[config.mk]
export PLATFORM = sky130hd
export DESIGN_NAME = rv32i_decoder_flat
export DESIGN_NICKNAME = d
export VERILOG_FILES = /design/src/rtl/rv32i_decoder_if.sv /design/src/rtl/rv32i_decoder.sv /design/src/flat_wrapper.sv
export SDC_FILE = /design/constraint.sdc
export NUM_CORES = 1
export LEC_CHECK = 0
export CAP_MARGIN = 20
export CORE_MARGIN = 2
export CORE_UTILIZATION = 41
export CTS_CLUSTER_SIZE = 28
export DETAILED_ROUTE_END_ITERATION = 16
export HOLD_SLACK_MARGIN = 0.12
export PLACE_DENSITY_LB_ADDON = 0.12
export SETUP_SLACK_MARGIN = 0.3
export SKIP_CTS_REPAIR_TIMING = 1
export SLEW_MARGIN = 20
export SYNTH_ARGS = -nofsm -noshare
export SYNTH_HDL_FRONTEND = slang
export SYNTH_SLANG_ARGS = --single-unit
[constraint.sdc]
create_clock -name clk -period 8.4 [get_ports clk]
set_input_delay 2.52 -clock clk [delete_from_list [all_inputs] [get_ports clk]]
set_output_delay 2.52 -clock clk [all_outputs]
set_load 0.05 [all_outputs]
[src/rtl/rv32i_decoder_if.sv]
// rtl/rv32i_decoder_if.sv - instruction word in, decoded control fields out
interface rv32i_decoder_if;
    logic [31:0] ir;
    logic [4:0]  srcreg1_num;
    logic [4:0]  srcreg2_num;
    logic [4:0]  dstreg_num;
    logic [31:0] imm;
    logic [5:0]  alucode;
    logic [1:0]  aluop1_type;
    logic [1:0]  aluop2_type;
    logic        reg_we;
    logic        is_load;
    logic        is_store;
    logic        is_halt;

    // fetch side: supplies the instruction, consumes the decode
    modport master (
        output ir,
        input  srcreg1_num, srcreg2_num, dstreg_num, imm, alucode,
        input  aluop1_type, aluop2_type, reg_we, is_load, is_store, is_halt
    );

    // decoder side
    modport slave (
        input  ir,
        output srcreg1_num, srcreg2_num, dstreg_num, imm, alucode,
        output aluop1_type, aluop2_type, reg_we, is_load, is_store, is_halt
    );
endinterface

[src/rtl/rv32i_decoder.sv]
// rtl/rv32i_decoder.sv - combinational RV32I decoder with sticky halt flag
module rv32i_decoder (
    input  logic             clk,
    input  logic             rst_n,
    rv32i_decoder_if.slave   bus
);
    localparam logic [5:0] ALU_LUI  = 6'd0,  ALU_JAL  = 6'd1,  ALU_JALR = 6'd2;
    localparam logic [5:0] ALU_BEQ  = 6'd3,  ALU_BNE  = 6'd4,  ALU_BLT  = 6'd5;
    localparam logic [5:0] ALU_BGE  = 6'd6,  ALU_BLTU = 6'd7,  ALU_BGEU = 6'd8;
    localparam logic [5:0] ALU_LB   = 6'd9,  ALU_LH   = 6'd10, ALU_LW   = 6'd11;
    localparam logic [5:0] ALU_LBU  = 6'd12, ALU_LHU  = 6'd13, ALU_SB   = 6'd14;
    localparam logic [5:0] ALU_SH   = 6'd15, ALU_SW   = 6'd16, ALU_ADD  = 6'd17;
    localparam logic [5:0] ALU_SUB  = 6'd18, ALU_SLT  = 6'd19, ALU_SLTU = 6'd20;
    localparam logic [5:0] ALU_XOR  = 6'd21, ALU_OR   = 6'd22, ALU_AND  = 6'd23;
    localparam logic [5:0] ALU_SLL  = 6'd24, ALU_SRL  = 6'd25, ALU_SRA  = 6'd26;
    localparam logic [5:0] ALU_NOP  = 6'd63;

    localparam logic [1:0] OP_NONE = 2'd0, OP_REG = 2'd1, OP_IMM = 2'd2, OP_PC = 2'd3;

    localparam logic [6:0] OPC_OP     = 7'b0110011, OPC_OP_IMM = 7'b0010011;
    localparam logic [6:0] OPC_LUI    = 7'b0110111, OPC_AUIPC  = 7'b0010111;
    localparam logic [6:0] OPC_LOAD   = 7'b0000011, OPC_STORE  = 7'b0100011;
    localparam logic [6:0] OPC_BRANCH = 7'b1100011, OPC_JAL    = 7'b1101111;
    localparam logic [6:0] OPC_JALR   = 7'b1100111;

    logic [31:0] ir;
    logic [6:0]  opcode, funct7;
    logic [2:0]  funct3;
    logic [4:0]  rs1, rs2, rd;
    logic [31:0] imm_i, imm_s, imm_b, imm_j, imm_u, imm_sh;

    logic [4:0]  d_rs1, d_rs2, d_rd;
    logic [31:0] d_imm;
    logic [5:0]  d_alu;
    logic [1:0]  d_t1, d_t2;
    logic        d_we, d_load, d_store;
    logic        halt_decode, halted;

    assign ir     = bus.ir;
    assign opcode = ir[6:0];
    assign funct3 = ir[14:12];
    assign funct7 = ir[31:25];
    assign rs1    = ir[19:15];
    assign rs2    = ir[24:20];
    assign rd     = ir[11:7];
    assign imm_i  = {{20{ir[31]}}, ir[31:20]};
    assign imm_s  = {{20{ir[31]}}, ir[31:25], ir[11:7]};
    assign imm_b  = {{20{ir[31]}}, ir[7], ir[30:25], ir[11:8], 1'b0};
    assign imm_j  = {{12{ir[31]}}, ir[19:12], ir[20], ir[30:21], 1'b0};
    assign imm_u  = {ir[31:12], 12'b0};
    assign imm_sh = {27'b0, ir[24:20]};

    // Field decode: pick the ALU op first; fields are only driven when the op is legal
    always_comb begin
        d_alu = ALU_NOP;
        d_rs1 = 5'd0;
        d_rs2 = 5'd0;
        d_rd  = 5'd0;
        d_imm = 32'd0;
        d_t1  = OP_NONE;
        d_t2  = OP_NONE;
        d_we  = 1'b0;
        d_load  = 1'b0;
        d_store = 1'b0;
        halt_decode = (ir == 32'h0000_0073) || (ir == 32'h0010_0073);

        case (opcode)
            OPC_OP: begin
                if (funct7 == 7'h00) begin
                    case (funct3)
                        3'd0: d_alu = ALU_ADD;
                        3'd1: d_alu = ALU_SLL;
                        3'd2: d_alu = ALU_SLT;
                        3'd3: d_alu = ALU_SLTU;
                        3'd4: d_alu = ALU_XOR;
                        3'd5: d_alu = ALU_SRL;
                        3'd6: d_alu = ALU_OR;
                        default: d_alu = ALU_AND;
                    endcase
                end else if (funct7 == 7'h20 && funct3 == 3'd0) begin
                    d_alu = ALU_SUB;
                end else if (funct7 == 7'h20 && funct3 == 3'd5) begin
                    d_alu = ALU_SRA;
                end
                if (d_alu != ALU_NOP) begin
                    d_rs1 = rs1; d_rs2 = rs2; d_rd = rd;
                    d_t1 = OP_REG; d_t2 = OP_REG; d_we = 1'b1;
                end
            end
            OPC_OP_IMM: begin
                d_imm = imm_i;
                case (funct3)
                    3'd0: d_alu = ALU_ADD;
                    3'd1: begin
                        d_imm = imm_sh;
                        if (funct7 == 7'h00) d_alu = ALU_SLL;
                    end
                    3'd2: d_alu = ALU_SLT;
                    3'd3: d_alu = ALU_SLTU;
                    3'd4: d_alu = ALU_XOR;
                    3'd5: begin
                        d_imm = imm_sh;
                        if (funct7 == 7'h00)      d_alu = ALU_SRL;
                        else if (funct7 == 7'h20) d_alu = ALU_SRA;
                    end
                    3'd6: d_alu = ALU_OR;
                    default: d_alu = ALU_AND;
                endcase
                if (d_alu != ALU_NOP) begin
                    d_rs1 = rs1; d_rd = rd;
                    d_t1 = OP_REG; d_t2 = OP_IMM; d_we = 1'b1;
                end else begin
                    d_imm = 32'd0;
                end
            end
            OPC_LUI: begin
                d_alu = ALU_LUI; d_rd = rd; d_imm = imm_u;
                d_t1 = OP_NONE; d_t2 = OP_IMM; d_we = 1'b1;
            end
            OPC_AUIPC: begin
                d_alu = ALU_ADD; d_rd = rd; d_imm = imm_u;
                d_t1 = OP_IMM; d_t2 = OP_PC; d_we = 1'b1;
            end
            OPC_LOAD: begin
                case (funct3)
                    3'd0: d_alu = ALU_LB;
                    3'd1: d_alu = ALU_LH;
                    3'd2: d_alu = ALU_LW;
                    3'd4: d_alu = ALU_LBU;
                    3'd5: d_alu = ALU_LHU;
                    default: d_alu = ALU_NOP;
                endcase
                if (d_alu != ALU_NOP) begin
                    d_rs1 = rs1; d_rd = rd; d_imm = imm_i;
                    d_t1 = OP_REG; d_t2 = OP_IMM; d_we = 1'b1; d_load = 1'b1;
                end
            end
            OPC_STORE: begin
                case (funct3)
                    3'd0: d_alu = ALU_SB;
                    3'd1: d_alu = ALU_SH;
                    3'd2: d_alu = ALU_SW;
                    default: d_alu = ALU_NOP;
                endcase
                if (d_alu != ALU_NOP) begin
                    d_rs1 = rs1; d_rs2 = rs2; d_imm = imm_s;
                    d_t1 = OP_REG; d_t2 = OP_IMM; d_store = 1'b1;
                end
            end
            OPC_BRANCH: begin
                case (funct3)
                    3'd0: d_alu = ALU_BEQ;
                    3'd1: d_alu = ALU_BNE;
                    3'd4: d_alu = ALU_BLT;
                    3'd5: d_alu = ALU_BGE;
                    3'd6: d_alu = ALU_BLTU;
                    3'd7: d_alu = ALU_BGEU;
                    default: d_alu = ALU_NOP;
                endcase
                if (d_alu != ALU_NOP) begin
                    d_rs1 = rs1; d_rs2 = rs2; d_imm = imm_b;
                    d_t1 = OP_REG; d_t2 = OP_REG;
                end
            end
            OPC_JAL: begin
                d_alu = ALU_JAL; d_rd = rd; d_imm = imm_j;
                d_t1 = OP_NONE; d_t2 = OP_PC; d_we = 1'b1;
            end
            OPC_JALR: begin
                if (funct3 == 3'd0) begin
                    d_alu = ALU_JALR; d_rs1 = rs1; d_rd = rd; d_imm = imm_i;
                    d_t1 = OP_REG; d_t2 = OP_PC; d_we = 1'b1;
                end
            end
            default: d_alu = ALU_NOP;
        endcase
    end

    // Sticky halt: once ECALL/EBREAK is seen on a clock edge, stay halted until reset
    always_ff @(posedge clk or negedge rst_n) begin
        if (!rst_n)           halted <= 1'b0;
        else if (halt_decode) halted <= 1'b1;
    end

    // Output stage: reset blanks everything; writes to x0 are suppressed
    always_comb begin
        bus.srcreg1_num = rst_n ? d_rs1 : 5'd0;
        bus.srcreg2_num = rst_n ? d_rs2 : 5'd0;
        bus.dstreg_num  = rst_n ? d_rd  : 5'd0;
        bus.imm         = rst_n ? d_imm : 32'd0;
        bus.alucode     = rst_n ? d_alu : ALU_LUI;
        bus.aluop1_type = rst_n ? d_t1  : OP_NONE;
        bus.aluop2_type = rst_n ? d_t2  : OP_NONE;
        bus.reg_we      = rst_n && d_we && (d_rd != 5'd0);
        bus.is_load     = rst_n && d_load;
        bus.is_store    = rst_n && d_store;
        bus.is_halt     = rst_n && (halt_decode || halted);
    end
endmodule

[src/flat_wrapper.sv]
// flat-port wrapper written by rule: the top's interface ports become plain ports
module rv32i_decoder_flat 
  (clk, rst_n, bus_ir, bus_srcreg1_num, bus_srcreg2_num, bus_dstreg_num, bus_imm, bus_alucode, bus_aluop1_type, bus_aluop2_type, bus_reg_we, bus_is_load, bus_is_store, bus_is_halt);
  rv32i_decoder_if bus_i ();
  input  logic clk;
  input  logic rst_n;
  input wire logic [$bits(bus_i.ir)-1:0] bus_ir;
  output wire logic [$bits(bus_i.srcreg1_num)-1:0] bus_srcreg1_num;
  output wire logic [$bits(bus_i.srcreg2_num)-1:0] bus_srcreg2_num;
  output wire logic [$bits(bus_i.dstreg_num)-1:0] bus_dstreg_num;
  output wire logic [$bits(bus_i.imm)-1:0] bus_imm;
  output wire logic [$bits(bus_i.alucode)-1:0] bus_alucode;
  output wire logic [$bits(bus_i.aluop1_type)-1:0] bus_aluop1_type;
  output wire logic [$bits(bus_i.aluop2_type)-1:0] bus_aluop2_type;
  output wire logic [$bits(bus_i.reg_we)-1:0] bus_reg_we;
  output wire logic [$bits(bus_i.is_load)-1:0] bus_is_load;
  output wire logic [$bits(bus_i.is_store)-1:0] bus_is_store;
  output wire logic [$bits(bus_i.is_halt)-1:0] bus_is_halt;
  assign bus_i.ir = bus_ir;
  assign bus_srcreg1_num = bus_i.srcreg1_num;
  assign bus_srcreg2_num = bus_i.srcreg2_num;
  assign bus_dstreg_num = bus_i.dstreg_num;
  assign bus_imm = bus_i.imm;
  assign bus_alucode = bus_i.alucode;
  assign bus_aluop1_type = bus_i.aluop1_type;
  assign bus_aluop2_type = bus_i.aluop2_type;
  assign bus_reg_we = bus_i.reg_we;
  assign bus_is_load = bus_i.is_load;
  assign bus_is_store = bus_i.is_store;
  assign bus_is_halt = bus_i.is_halt;
  rv32i_decoder u_core (.clk(clk), .rst_n(rst_n), .bus(bus_i));
endmodule
==> metrics.txt, run 1 <==
Slowest cell on crit path=clkdlybuf4s50_1; skew final=0 ns; total power=0.08123 mW; Area growth syn-to-layout=61.05%; synth unique cells=56; clock-pin slew on the worst setup and hold paths=0 ns; final hold viol count=0; Worst Path Max Fanout=12; TNS Setup=0 ns; Final min period=7.992 ns; ANT nets after route=0; vias in the first global route=2087; drt wl/cell=16.87 um; Achievable Freq=125.1 MHz; Finished Cell Area=0.002499 mm^2; Tcrit/Tclk final=95.15%; Synth top area share=9.032%; yosys warns=0; syn_nets=289; drt pass-1 iters=5; largest net degree at the start of global routing=22; Max IR drop VDD=0.02646 mV; layout cell share with drive strength beyond 1=18.60%; DP Area=0.002482 mm^2; Critical path buffers and inverters=2; largest cells by area after synthesis=a21oi_1 (9.0%), nand2_1 (8.0%), o21ai_0 (6.1%), a21o_1 (5.8%), nor2_1 (5.1%); initial core utilization=42.38%; Layout Nets=380; Critical Path RT=5.88 ns; P per Cell Area=32.51 mW/mm^2; Post-DP HPWL=5351 um; initial antenna violation count=0; via count=2357; crit-path cells=clkdlybuf4s50_1, nand4bb_4, or3_4, o31a_1, a31oi_4, and2_1, clkdlybuf4s50_1; final setup margin=0.4076 ns; max reg flops=1; core footprint=0.003661 mm^2; DRC viols=0; worst slew pin tran=0.6648 ns; Crit path largest cell delay=0.79 ns; Most Frequent Cell on Critical Path=clkdlybuf4s50_1; Worst setup SP type=input pin; GPL Wtd Cong=0.9399; Starting DRT DRC Count=189; Util after Layout=68.25%; io pins=95; Final Slew Violations=0; fin cells=392; RSZ-0062 raised after global routing=no; total gr overflow=0; fillers=361; Yosys top cell by area=a21oi_1; CP delay by family, top=buffers and inverters; Max-slew headroom=55.68%; Main synth FF type=dfrtp_1; Biggest register=u_core.halted; Die Width=65.52 um; Row Count=22; port bufs=94; Die Y=65.52 um; Mapped Cells=255; HP Class=reg -> reg; total die area=0.004292 mm^2; Routed WL=6613 um; GRT Total Usage=29.71%; outcome=complete, no violations; Seq/Total Area, Yosys=1.613%; syn_area_per_cell=6.084 um^2; final-report setup violation count=0; share of synthesized flip-flops with an asynchronous set or reset=100.0%; Max-cap violations=0; synthesized area=0.001551 mm^2; DR vias/cell=6.013; first-pass GRT wire length=10380 um; Critical Setup Path Class=in -> out; leakage=1.125 nW; Hold WS=0.5085 ns; antenna cells=0; Synth Register Bits=1; Crit. End Element=primary output; number of flops mapped to enable cells by yosys=0; Clk Latency, worst-skew pair=0 ns; arrival time of the worst setup path=5.47 ns; Place WS=0.4075 ns; Regs by FF count=u_core.halted x1; Inst Count DP=392
-- metal layers --
layer | global-route usage (%) | part of all wire (%) | vias up
li1 | - | - | 1143
met1 | 41.61 | 42 | 1082
met2 | 51.79 | 48 | 124
met3 | 2.055 | 8.5 | 8
met4 | 2.344 | 0.80 | 0
met5 | 0 | 0 | -
-- final timing paths --
kind / startpoint / to / slack [ns] / cells past startpoint
max in group asynchronous: rst_n / u_core.halted / 5.39 / 2
min in group asynchronous: rst_n / u_core.halted / 2.85 / 2
hold reg to reg: u_core.halted / u_core.halted / 0.51 / 1
hold / removal: u_core.halted / u_core.halted / 0.51 / 1
setup / recovery: bus_ir[3] / bus_srcreg1_num[4] / 0.41 / 7
setup reg to reg: u_core.halted / u_core.halted / 7.68 / 1
-- layout make-up --
class	instances	area (um^2)	share of cell area (%)
inverter	4	15.01	0.6009
multi-input combinational	230	1425	57.04
sequential	1	25.02	1.002
tap	48	60.06	2.404
timing repair buffer	109	973.4	38.96
-- cell families (layout without fill, tap and decap cells) --
kind of cell	after synthesis	after routing	share of synthesized area [%]
DFF	1	1	1.613
xor gates and xnor gates	2	2	1.129
buffers and inverters	24	113	6.935
AOI/OAI and AO/OA	102	102	45.57
adders and majority gates	1	1	0.6452
and+or+nand+nor	125	125	44.11
-- layout by cell type, fill, tap and decap left out, types with 3 or more instances in the layout --
cell,instances
inv_1,3
or4_1,4
or2_2,3
and3_1,10
nor4_2,3
o21ai_0,19
a21oi_1,28
nand3_1,7
o211ai_1,3
a31oi_1,6
or3_1,4
dlymetal6s2s_1,4
a21o_1,12
a21boi_0,3
nand2b_1,7
nor3_1,10
clkdlybuf4s50_1,54
a41oi_1,3
nor2_1,21
nand2_1,33
a22o_1,4
and2_1,12
buf_4,51
-- report_power, final --
part,internal [mW],switching [mW]
clock network,0,0
registers,0.00490,0.000000000183
logic,0.0321,0.0442
-- cell usage after synthesis (all sizes together), types with 2 or more instances --
cell and number:
or2 3, and2 12, and3b 2, nand3 7
nor2 21, or3 5, a21oi 28, a22o 4
clkbuf 8, a311oi 2, a211oi 3, a21o 12
a21boi 3, nand3b 2, a211o 2, o211ai 4
o21ai 19, buf 12, and3 10, or4 4
o31a 2, xor2 2, nand2b 7, nor4 4
nand2 33, inv 3, nor2b 2, a31oi 8
nor3 10, a41oi 3
Power figures use the tool's default switching activity.
==> inputs of run 2 (changes only) <==
CELL_PAD_IN_SITES_DETAIL_PLACEMENT = 1   (was default)
CELL_PAD_IN_SITES_GLOBAL_PLACEMENT = 1   (was default)
CORE_ASPECT_RATIO = 0.9   (was default)
CORE_UTILIZATION = 26   (was 41)
==> metrics.txt, run 2 (synthesized netlist as in run 1, its figures left out) <==
switching share of power=55.52%; Post-DP HPWL=6257 um; most common cell after layout, fill and taps aside=clkdlybuf4s50_1; leakage=1.080 nW; Routed WL=7807 um; Hold WS=0.4770 ns; HP Class=reg -> reg; Max-slew headroom=54.23%; final hold viol count=0; fillers=733; worst slew pin tran=0.6809 ns; Row Count=26; port bufs=94; Clk Latency, worst-skew pair=0 ns; RSZ-0062 raised after global routing=no; drt pass-1 iters=6; Layout Nets=377; total gr overflow=0; drt wl/cell=19.00 um; Inst Count DP=411; skew final=0 ns; DP Area=0.002550 mm^2; Die Width=85.43 um; DRC viols=0; initial antenna violation count=0; P_int=0.03654 mW; arrival time of the worst setup path=5.46 ns; GRT Total Usage=22.65%; via count=2359; Critical path buffers and inverters=2; Finished Cell Area=0.002552 mm^2; Area growth syn-to-layout=64.52%; total power=0.08217 mW; Worst Path Max Fanout=12; Crit path largest cell delay=0.85 ns; Starting DRT DRC Count=121; initial core utilization=27.10%; layout cell share with drive strength beyond 1=19.06%; GPL Wtd Cong=0.8903; CP delay by family, top=buffers and inverters; Die Y=77.29 um; area occupied by multi-input gates=0.001419 mm^2; commonest non-fill, non-tap cells in the layout=clkdlybuf4s50_1 (52), buf_4 (47), nand2_1 (33); Regs by FF count=u_core.halted x1; Max IR drop VDD=0.02201 mV; crit-path cells=clkdlybuf4s50_1, nand4bb_4, or3_4, o31a_1, a31oi_4, clkdlybuf4s50_1; Switch Pwr=0.04562 mW; sequential share of power=6.0%; Clock Power Share=0%; Critical Path RT=5.88 ns; Critical Setup Path Class=in -> out; Place WS=0.4193 ns; total die area=0.006602 mm^2; Most Frequent Cell on Critical Path=clkdlybuf4s50_1; Max-cap violations=0; max reg flops=1; outcome=complete, no violations; final-report setup violation count=0; Crit. End Element=primary output; vias in the first global route=2320; core footprint=0.005725 mm^2; P per Cell Area=32.19 mW/mm^2; Util after Layout=44.58%; Achievable Freq=125.4 MHz; ANT nets after route=0; Seq. cell area=25.02 um^2; io pins=95; Final min period=7.977 ns; first-pass GRT wire length=12340 um; combinational power share=94.0%; TNS Setup=0 ns; antenna cells=0; Slowest cell on crit path=clkdlybuf4s50_1; Biggest register=u_core.halted; Worst setup SP type=input pin; largest net degree at the start of global routing=26; clock-pin slew on the worst setup and hold paths=0 ns; fin cells=411; Tcrit/Tclk final=94.97%; Final Slew Violations=0; final setup margin=0.4228 ns; DR vias/cell=5.740
==> run 2: final cells by class <==
| class | count | share of cell area [%] |
|---|---|---|
| multi-input combinational | 230 | 55.59 |
| timing repair buffer | 106 | 39.41 |
| tap | 70 | 3.431 |
| sequential | 1 | 0.9804 |
| inverter | 4 | 0.5882 |
==> run 2: worst paths after layout <==
kind / from / to / slack, ns / depth (start not counted)
max: bus_ir[3] / bus_aluop1_type[0] / 0.42 / 6
min: u_core.halted / u_core.halted / 0.48 / 1
max reg2reg: u_core.halted / u_core.halted / 7.71 / 1
min reg2reg: u_core.halted / u_core.halted / 0.48 / 1
max in group asynchronous: rst_n / u_core.halted / 5.40 / 2
min in group asynchronous: rst_n / u_core.halted / 2.84 / 2
==> run 2: routing by layer <==
layer  track usage (%)  share of wire [%]
met5                 0                  0
met1             32.93                 47
met4            0.7937               0.50
met3            0.9688                4.7
met2             38.75                 48
==> run 2: power by group through the flow <==
stage               registers, mW  logic [mW]  clock network, mW
floorplan                 0.00491      0.0393                  0
global placement          0.00490      0.0761                  0
detailed placement        0.00490      0.0766                  0
CTS                       0.00490      0.0768                  0
global route              0.00490      0.0829                  0
finish                    0.00490      0.0773                  0
==> inputs of run 3 (changes only) <==
REMOVE_ABC_BUFFERS = 1   (was default)
clock period = 10.15 ns   (was 8.4 ns; I/O delays follow)
==> metrics.txt, run 3 (synthesized netlist as in run 1, its figures left out) <==
switching share of power=56.55%; Area growth syn-to-layout=63.95%; max reg flops=1; initial antenna violation count=0; Worst setup SP type=input pin; final-report setup violation count=0; Final min period=9.560 ns; io pins=95; Max-slew headroom=49.01%; initial core utilization=27.10%; core footprint=0.005725 mm^2; port bufs=94; combinational power share=93.9%; DRC viols=0; arrival time of the worst setup path=6.52 ns; TNS Setup=0 ns; P per Cell Area=26.37 mW/mm^2; clock-pin slew on the worst setup and hold paths=0 ns; Tcrit/Tclk final=94.19%; Final Slew Violations=0; Starting DRT DRC Count=138; antenna cells=0; Row Count=26; RSZ-0062 raised after global routing=no; ANT nets after route=0; leakage=0.9358 nW; Critical Setup Path Class=in -> out; commonest non-fill, non-tap cells in the layout=clkdlybuf4s50_1 (94), nand2_1 (33), a21oi_1 (27); via count=2361; vias in the first global route=2259; GPL Wtd Cong=0.8550; Switch Pwr=0.03794 mW; P_int=0.02915 mW; Critical Path RT=7.11 ns; layout cell share with drive strength beyond 1=5.952%; drt wl/cell=19.24 um; Clock Power Share=0%; fillers=760; sequential share of power=6.1%; GRT Total Usage=22.89%; Max-cap violations=0; total die area=0.006602 mm^2; Regs by FF count=u_core.halted x1; skew final=0 ns; total gr overflow=0; Die Y=77.29 um; Routed WL=7811 um; first-pass GRT wire length=12620 um; final hold viol count=0; drt pass-1 iters=4; largest net degree at the start of global routing=22; Die Width=85.43 um; Biggest register=u_core.halted; Achievable Freq=104.6 MHz; DR vias/cell=5.815; total power=0.06709 mW; Post-DP HPWL=6279 um; worst slew pin tran=0.7624 ns; Max IR drop VDD=0.01991 mV; HP Class=reg -> reg; Layout Nets=372; Clk Latency, worst-skew pair=0 ns; Worst Path Max Fanout=20; outcome=complete, no violations; Crit. End Element=primary output; most common cell after layout, fill and taps aside=clkdlybuf4s50_1
==> run 3: changes by cell type in the layout (fill, tap and decap cells not counted), sizes merged <==
cell | before | now
dlymetal6s2s | 1 | 0
clkdlybuf4s50 | 52 | 94
buf | 53 | 7
==> run 3: routing by layer <==
layer	share of wire (%)	GRT usage, %	routed length [um]
met3	4.9	1.184	385
met4	0.54	1.270	42
met1	48	34.34	3785
met5	0	0	0
met2	46	37.50	3598
==> run 3: power groups by stage <==
stage	Combinational, mW	Clock [mW]	Sequential, mW
2_1_floorplan	0.0258	0	0.00406
3_3_place_gp	0.0622	0	0.00406
3_5_place_dp	0.0620	0	0.00406
4_1_cts	0.0624	0	0.00406
5_1_grt	0.0677	0	0.00406
6_report	0.0630	0	0.00406
==> run 3: per-stage QoR <==
step,util (%),cells,hold slack [ns],setup slack (ns),area (um^2)
after floorplan,-,235,0.4279,2.090,1459
after global placement,44.36,406,0.4528,0.6990,2540
after detailed placement,44.36,406,0.4684,0.5399,2540
after CTS,44.36,406,0.4684,0.5375,2540
after global routing,44.43,406,0.4927,0.3909,2544
final,44.43,406,0.4589,0.5899,2544
==> run 3: critical path, stage by stage <==
cell and delay [ns]:
clkdlybuf4s50_1 0.96, and3b_1 0.44, o21ai_0 0.17, a21oi_1 0.46
o311a_1 0.48, a21o_1 0.14, clkdlybuf4s50_1 0.80
==> run 3: final cells by class <==
type	instances	area, um^2	area share, %
multi-input combinational	230	1423	55.93
inverter	4	15.01	0.5903
tap	70	87.58	3.443
sequential	1	25.02	0.9838
timing repair buffer	101	993.5	39.06
==> run 3: path summary, 6_finish.rpt <==
kind	startpoint	to	slack, ns	cells past startpoint
min reg2reg	u_core.halted	u_core.halted	0.46	1
min in group asynchronous	rst_n	u_core.halted	3.71	2
max reg2reg	u_core.halted	u_core.halted	9.47	1
min	u_core.halted	u_core.halted	0.46	1
max	bus_ir[5]	bus_imm[15]	0.59	7
max in group asynchronous	rst_n	u_core.halted	6.32	2
